==> config.mk <==
export PLATFORM = sky130hd
export DESIGN_NAME = imem_fetch_ctrl_flat
export DESIGN_NICKNAME = d
export VERILOG_FILES = /design/src/rtl/imem_fetch_pkg.sv /design/src/rtl/imem_fetch_ctrl_if.sv /design/src/rtl/imem_fetch_fifo.sv /design/src/rtl/imem_fetch_ctrl.sv /design/src/flat_wrapper.sv
export SDC_FILE = /design/constraint.sdc
export NUM_CORES = 1
export LEC_CHECK = 0
export BUFFER_PORTS_ARGS = -buffer_cell sky130_fd_sc_hd__buf_2
export CORE_MARGIN = 2
export CORE_UTILIZATION = 35
export DETAILED_ROUTE_END_ITERATION = 16
export GPL_TIMING_DRIVEN = 0
export PLACE_DENSITY = 0.59
export SKIP_LAST_GASP = 1
export SYNTH_ARGS = -nofsm -noshare
export SYNTH_HDL_FRONTEND = slang
export SYNTH_SLANG_ARGS = --single-unit
==> constraint.sdc <==
create_clock -name clk -period 4.09 [get_ports clk]
set_input_delay 0.2045 -clock clk [delete_from_list [all_inputs] [get_ports clk]]
set_output_delay 0.2045 -clock clk [all_outputs]
set_load 0.005 [all_outputs]
==> src/rtl/imem_fetch_pkg.sv <==
// Shared types and constants for the instruction fetch controller.
package imem_fetch_pkg;

    typedef enum logic [1:0] {
        FS_RUN    = 2'd0,
        FS_HALTED = 2'd1,
        FS_FAULT  = 2'd2
    } fetch_state_e;

    localparam int          INST_BYTES = 4;
    localparam logic [31:0] NOP_INST   = 32'h00000013;

endpackage

==> src/rtl/imem_fetch_ctrl_if.sv <==
// Memory, redirect/halt and decode-side handshake bundle of the fetch controller.
interface imem_fetch_ctrl_if #(
    parameter int ADDR_W = 64
);
    logic [ADDR_W-1:0] imem_addr;
    logic [31:0]       imem_rdata;
    logic              redirect_valid;
    logic [ADDR_W-1:0] redirect_pc;
    logic              halt;
    logic              out_valid;
    logic              out_ready;
    logic [31:0]       out_inst;
    logic [ADDR_W-1:0] out_pc;
    logic              fault;

    modport master (
        output imem_addr, out_valid, out_inst, out_pc, fault,
        input  imem_rdata, redirect_valid, redirect_pc, halt, out_ready
    );

    modport slave (
        input  imem_addr, out_valid, out_inst, out_pc, fault,
        output imem_rdata, redirect_valid, redirect_pc, halt, out_ready
    );
endinterface

==> src/rtl/imem_fetch_fifo.sv <==
// Prefetch FIFO holding {pc, inst} entries; head output is presented combinationally
// from storage, and the last shown head is held once the FIFO goes empty.
module imem_fetch_fifo
    import imem_fetch_pkg::*;
#(
    parameter int ADDR_W = 64,
    parameter int DEPTH  = 2,
    localparam int W     = ADDR_W + 32,
    localparam int PTR_W = $clog2(DEPTH)
) (
    input  logic             clk,
    input  logic             rst_n,
    input  logic             push_i,
    input  logic             pop_i,
    input  logic             flush_i,
    input  logic [W-1:0]     wdata_i,
    output logic [W-1:0]     rdata_o,
    output logic             full_o,
    output logic [PTR_W:0]   count_o
);

    localparam logic [W-1:0] RST_ENTRY = {{ADDR_W{1'b0}}, NOP_INST};

    logic [W-1:0]     mem_q [DEPTH];
    logic [PTR_W-1:0] wr_q, rd_q;
    logic [PTR_W:0]   cnt_q;
    logic [W-1:0]     last_q;
    logic             empty;
    logic             do_pop;

    assign empty   = (cnt_q == '0);
    assign do_pop  = pop_i && !empty;
    assign full_o  = (cnt_q == (PTR_W+1)'(DEPTH));
    assign count_o = cnt_q;
    assign rdata_o = empty ? last_q : mem_q[rd_q];

    always_ff @(posedge clk or negedge rst_n) begin
        if (!rst_n) begin
            for (int i = 0; i < DEPTH; i++) mem_q[i] <= RST_ENTRY;
            wr_q   <= '0;
            rd_q   <= '0;
            cnt_q  <= '0;
            last_q <= '0;
        end else begin
            // Remember whatever head was visible so the outputs stay put when empty.
            if ((flush_i || pop_i) && !empty) last_q <= mem_q[rd_q];
            if (flush_i) begin
                wr_q  <= '0;
                rd_q  <= '0;
                cnt_q <= '0;
            end else begin
                if (push_i) begin
                    mem_q[wr_q] <= wdata_i;
                    wr_q        <= wr_q + 1'b1;
                end
                if (do_pop) rd_q <= rd_q + 1'b1;
                cnt_q <= cnt_q + (PTR_W+1)'(push_i) - (PTR_W+1)'(do_pop);
            end
        end
    end

endmodule

==> src/rtl/imem_fetch_ctrl.sv <==
// Fetch sequencer: owns the fetch PC, fills the prefetch FIFO, handles redirect/halt/fault.
// Optional IMEM_FETCH_PERF_EN adds saturating fetch and stall counters.
module imem_fetch_ctrl
    import imem_fetch_pkg::*;
#(
    parameter int                ADDR_W     = 64,
    parameter logic [ADDR_W-1:0] RESET_PC   = '0,
    parameter int                MEM_BYTES  = 72,
    parameter int                FIFO_DEPTH = 2
) (
    input  logic              clk,
    input  logic              reset,
    imem_fetch_ctrl_if.master bus
`ifdef IMEM_FETCH_PERF_EN
    ,
    output logic [31:0]       perf_fetched,
    output logic [31:0]       perf_stall
`endif
);

    localparam int CNT_W = $clog2(FIFO_DEPTH) + 1;

    fetch_state_e      state_q, state_d;
    logic [ADDR_W-1:0] fpc_q, fpc_d;
    logic              push, flush, pop, space;
    logic              fifo_full;
    logic [CNT_W-1:0]  fifo_count;

    // Range check is widened by one bit so a wrapped pc+3 can never look legal.
    function automatic logic fetch_ok(input logic [ADDR_W-1:0] pc);
        logic [ADDR_W:0] last_byte;
        last_byte = {1'b0, pc} + (ADDR_W+1)'(INST_BYTES - 1);
        return (pc[1:0] == 2'b00) && (last_byte < (ADDR_W+1)'(MEM_BYTES));
    endfunction

    assign bus.imem_addr = fpc_q;
    assign bus.out_valid = (fifo_count != '0);
    assign bus.fault     = (state_q == FS_FAULT);
    assign pop           = bus.out_valid && bus.out_ready;
    assign space         = !fifo_full || pop;

    imem_fetch_fifo #(
        .ADDR_W (ADDR_W),
        .DEPTH  (FIFO_DEPTH)
    ) u_fifo (
        .clk     (clk),
        .rst_n   (reset),
        .push_i  (push),
        .pop_i   (pop),
        .flush_i (flush),
        .wdata_i ({fpc_q, bus.imem_rdata}),
        .rdata_o ({bus.out_pc, bus.out_inst}),
        .full_o  (fifo_full),
        .count_o (fifo_count)
    );

    always_ff @(posedge clk or negedge reset) begin
        if (!reset) begin
            state_q <= FS_RUN;
            fpc_q   <= RESET_PC;
        end else begin
            state_q <= state_d;
            fpc_q   <= fpc_d;
        end
    end

    always_comb begin
        state_d = state_q;
        fpc_d   = fpc_q;
        push    = 1'b0;
        flush   = 1'b0;
        if (bus.redirect_valid) begin
            flush = 1'b1;
            if (fetch_ok(bus.redirect_pc)) begin
                fpc_d   = bus.redirect_pc;
                state_d = FS_RUN;
            end else begin
                state_d = FS_FAULT;
            end
        end else begin
            case (state_q)
                FS_RUN: begin
                    if (!fetch_ok(fpc_q)) begin
                        state_d = FS_FAULT;
                    end else if (bus.halt) begin
                        state_d = FS_HALTED;
                    end else if (space) begin
                        push  = 1'b1;
                        fpc_d = fpc_q + ADDR_W'(INST_BYTES);
                    end
                end
                FS_HALTED: if (!bus.halt) state_d = FS_RUN;
                default: ;
            endcase
        end
    end

`ifdef IMEM_FETCH_PERF_EN
    logic        stall;
    logic [31:0] perf_fetched_q, perf_stall_q;

    assign stall = (state_q == FS_RUN) && !bus.redirect_valid && fetch_ok(fpc_q)
                   && !bus.halt && fifo_full && !pop;

    always_ff @(posedge clk or negedge reset) begin
        if (!reset) begin
            perf_fetched_q <= '0;
            perf_stall_q   <= '0;
        end else begin
            if (push && !(&perf_fetched_q)) perf_fetched_q <= perf_fetched_q + 32'd1;
            if (stall && !(&perf_stall_q))  perf_stall_q   <= perf_stall_q + 32'd1;
        end
    end

    assign perf_fetched = perf_fetched_q;
    assign perf_stall   = perf_stall_q;
`endif

endmodule
==> src/flat_wrapper.sv <==
// flat-port wrapper written by rule: the top's interface ports become plain ports
module imem_fetch_ctrl_flat import imem_fetch_pkg::*;
#(
    parameter int                ADDR_W     = 64,
    parameter logic [ADDR_W-1:0] RESET_PC   = '0,
    parameter int                MEM_BYTES  = 72,
    parameter int                FIFO_DEPTH = 2
)
  (clk, reset, bus_imem_addr, bus_out_valid, bus_out_inst, bus_out_pc, bus_fault, bus_imem_rdata, bus_redirect_valid, bus_redirect_pc, bus_halt, bus_out_ready);
  imem_fetch_ctrl_if #(.ADDR_W(ADDR_W)) bus_i ();
  input  logic clk;
  input  logic reset;
  output wire logic [$bits(bus_i.imem_addr)-1:0] bus_imem_addr;
  output wire logic [$bits(bus_i.out_valid)-1:0] bus_out_valid;
  output wire logic [$bits(bus_i.out_inst)-1:0] bus_out_inst;
  output wire logic [$bits(bus_i.out_pc)-1:0] bus_out_pc;
  output wire logic [$bits(bus_i.fault)-1:0] bus_fault;
  input wire logic [$bits(bus_i.imem_rdata)-1:0] bus_imem_rdata;
  input wire logic [$bits(bus_i.redirect_valid)-1:0] bus_redirect_valid;
  input wire logic [$bits(bus_i.redirect_pc)-1:0] bus_redirect_pc;
  input wire logic [$bits(bus_i.halt)-1:0] bus_halt;
  input wire logic [$bits(bus_i.out_ready)-1:0] bus_out_ready;
  assign bus_imem_addr = bus_i.imem_addr;
  assign bus_out_valid = bus_i.out_valid;
  assign bus_out_inst = bus_i.out_inst;
  assign bus_out_pc = bus_i.out_pc;
  assign bus_fault = bus_i.fault;
  assign bus_i.imem_rdata = bus_imem_rdata;
  assign bus_i.redirect_valid = bus_redirect_valid;
  assign bus_i.redirect_pc = bus_redirect_pc;
  assign bus_i.halt = bus_halt;
  assign bus_i.out_ready = bus_out_ready;
  imem_fetch_ctrl #(.ADDR_W(ADDR_W), .RESET_PC(RESET_PC), .MEM_BYTES(MEM_BYTES), .FIFO_DEPTH(FIFO_DEPTH)) u_core (.clk(clk), .reset(reset), .bus(bus_i));
endmodule
==> impl_results.md <==
* Run status: complete, no violations
* Post-DRT Antenna Nets at 0
* Largest net degree at the start of global routing at roughly 130
* Kind of critical path: register to register
* CP required at between 4 and 5 ns
* H-tree Lvls at 2
* Worst-path cell chain: ha_4 > o211ai_1 > nor3_2 > nand4_4 > or4_4 > a211o_1 > nor3_2 > nand4_1 > buf_6 > nor3_4 > buf_6 > inv_4 > ha_4 > inv_2 > ha_2 > xor2_1 > xnor2_1 > nor2_1
* Crit path DAT at ~4.4 ns
* Initial antenna violation count at 1
* Critical path depth at 18
* Ys async rst share at 1.00
* Skew final at ~0.023 ns
* Syn avg cell area at between 9 and 10 sq um
* Starting DRT DRC Count at around 1300
* CTS Buffer Depth at 3
* I/O Pins at approximately 260
* CP max-delay cell: or4_4
* RSZ-0062 raised after global routing: true
* Wire length per cell at between 15 and 20 microns
* FF+latch count, synth at 358
* Root Buffer: clkbuf_16
* Initial Utilization at 0.356
* GP Congestion at approximately 0.90
* Post-synth EDFFs at 0
* Post-synthesis cell type count at 70
* Hold Path Sink: u_core.bus.imem_addr[2]$_DFFE_PN0P_
* Vias per cell at between 5 and 6
* GRT Overall Usage at 0.206
* Fin Hold WS at ~0.052 ns
* Crit end category: register
* Bufs and invs on worst path at 4
* Startpoint types: register
* Slew HR at 0.353
* Drt first pass iters at 6
* Min-delay src: bus_redirect_pc[2]
* Clock sinks at around 360
* Final nets at 2228
* Final period demand of the worst path at a little under 4 ns
* Placed inst area at 0.0196 sq mm
* Die area at around 0.052 sq mm
* Placed cell count at around 2700
* Worst-Margin Slew at approximately 0.96 ns
* Leakage at 0.0101 uW
* Vias at roughly 15000
* Worst-path maximum fanout at 6
* TritonCTS Buffers at 41
* Non-Filler Instances at around 2800
* Netlist Area Pre-Place at roughly 0.017 sq mm
* Final Setup Violations at 0
* First-pass GRT wire length at a little over 80000 microns
* Reg2reg setup slack at ~0.12 ns
* Die W at 227 microns
* Die Ht at ~230 microns
* Max cap viols at 0
* Area growth, synth to finish at 25.3%
* Share of cells above drive strength 1 at 0.239
* Setup TNS at 0 ns
* Syn Nets at 1864
* Total grt overflow at 0
* Register-to-Register Path Depth at 18
* Slowest stage delay, CP at 0.46 ns
* Slew Limit Fails at 0
* Clock latency on the worst-skew pair at around 0.57 ns
* Design area at ~0.022 sq mm
* Reg clk slew, reported paths at 0.06 ns
* Yosys warning count at 0
* Hold path cells at 4
* Crit share post-route at 0.970
* Fin. Hold Viols at 0
* VDD IR max at 0.345 mV
* Worst r2r src: u_core.bus.imem_addr[3]$_DFFE_PN0P_
* PwrDens at ~460 mW/mm^2
* Post-synthesis sequential area ratio at 0.514
* Fmax at 252 MHz
* Port bufs at 259
* R2r endpoint: u_core.u_fifo.count_o[1]$_DFF_PN0_
* Core area at around 0.049 sq mm
* Post-synthesis cell count at 1760
* CTS tree: yes
* HP Class: input pin to register
* Predominant post-synthesis flop cell: dfrtp_1
* Final wirelength at 53500 microns
* Vias in the first global route at 14553
* FP Rows at 81
* CP top delay family: simple AND/OR/NAND/NOR gates
* DRC at 0
* DPL Wire Length at roughly 38000 microns
* Final Core Density at 0.445
-- report_power, final --
part	internal (uW)	switching (uW)
clock network	2270	1490
logic	899	1640
registers	3670	70.1
total	6840	3210
-- state kept, by name (all words and copies together), names as in the netlist --
name	count
u_core.bus.imem_addr	64
u_core.u_fifo.rd_q	1
u_core.u_fifo.count_o	2
u_core.u_fifo.mem_q	192
u_core.u_fifo.last_q	96
u_core.state_q	2
u_core.u_fifo.wr_q	1
-- synthesized netlist by cell type, types with 4 or more instances --
library cell,number,area [sq um]
dfrtp_1,352,8810
nor2_1,162,608
nand2_1,158,593
nor2b_1,122,763
o21ai_0,120,601
a21oi_1,112,561
mux2i_1,102,1020
clkbuf_1,71,267
mux2_2,70,788
and2_1,60,375
nand4_1,54,338
nand3_1,50,250
nor3_1,38,190
nor4_1,29,181
inv_1,21,78.8
xnor2_1,17,149
and3_1,15,93.8
or3_1,15,93.8
buf_4,14,105
mux2_1,12,135
o31ai_1,11,82.6
xor2_1,11,96.3
a31oi_1,10,62.6
or4_1,10,75.1
a211oi_1,7,52.6
buf_1,7,26.3
nand2b_1,7,43.8
and4_1,6,52.6
dfstp_2,6,158
or2_2,6,37.5
buf_2,5,25.0
nor4b_1,4,35.0
o211ai_1,4,30.0
o21a_1,4,30.0
o22ai_1,4,25.0
-- metal layers --
metal / up-vias / track usage / share of wire
li1: 6946 / - / -
met1: 7225 / 0.277 / 0.45
met2: 489 / 0.320 / 0.45
met3: 121 / 0.0456 / 0.065
met4: 0 / 0.0858 / 0.038
met5: - / 0 / 0
-- how the worst max path moves through the flow --
stage / start / end / slack, ns
2_1_floorplan: u_core.bus.imem_addr[9]$_DFFE_PN0P_ / u_core.u_fifo.count_o[1]$_DFF_PN0_ / 0.11
3_3_place_gp: reset / u_core.bus.imem_addr[51]$_DFFE_PN0P_ / -4.02
3_5_place_dp: u_core.bus.imem_addr[9]$_DFFE_PN0P_ / u_core.u_fifo.count_o[1]$_DFF_PN0_ / -0.88
4_1_cts: u_core.bus.imem_addr[3]$_DFFE_PN0P_ / u_core.u_fifo.count_o[1]$_DFF_PN0_ / 0.008
5_1_grt: u_core.bus.imem_addr[3]$_DFFE_PN0P_ / u_core.u_fifo.count_o[1]$_DFF_PN0_ / -0.04
6_report: u_core.bus.imem_addr[3]$_DFFE_PN0P_ / u_core.u_fifo.count_o[1]$_DFF_PN0_ / 0.12
-- per-stage QoR --
| stage | setup WS, ns | power, uW |
|---|---|---|
| 2_1_floorplan | 0.111 | 5040 |
| 3_3_place_gp | -4.02 | 6320 |
| 6_report | 0.123 | 10000 |
| 5_1_grt | -0.0443 | 10600 |
| 4_1_cts | 0.00757 | 10200 |
| 3_5_place_dp | -0.877 | 6340 |
-- cells by family (layout without fill, tap and decap cells) --
group           count (synthesis)  after routing  synth area share
mux                           184            184             0.111
other cells                     0              1                 0
flops                         358            358             0.514
compound gates                313            313             0.104
fa+ha+maj                       3              3           0.00215
xor+xnor                       28             28            0.0141
simple gates                  753            753             0.224
buf+inv                       121            516            0.0307
-- tightest hold or removal path, delay by kind of cell --
family	cells	cell delay, ns
buf+inv	1	0.13
compound gates	2	0.18
simple gates	1	0.06
-- cell type report --
type                    count  area, sq um
plain buffers              95          467
flip-flops and latches    358         8980
fillers                  4805        27200
multi-input cells        1281         8140
clock buffers              57         1180
diodes                      1         2.50
inverters                  21         81.3
clock inverters            17          216
well taps                 664          831
repair buffers            326         1960
-- cells in the final DEF, fill, tap and decap left out, types with 32 or more instances in the layout --
cell type and count:
a21oi_1 112, and2_1 60, buf_2 261, buf_4 41
clkbuf_1 69, clkbuf_16 41, dfrtp_1 339, dlygate4sd3_1 36
mux2_2 70, mux2i_1 102, nand2_1 158, nand3_1 47
nand4_1 54, nor2_1 160, nor2b_1 122, nor3_1 32
o21ai_0 119
-- what timing repair did --
action / 4_1_cts / 5_1_grt
pin swaps: 9 / 21
hold buffers: 36 / 0
endpoints found under the setup margin: 257 / 208
buffers inserted: 14 / 15
gates resized for setup: 28 / 44
endpoints found under the hold margin: 172 / 0
(Power assumes the default switching activity.)
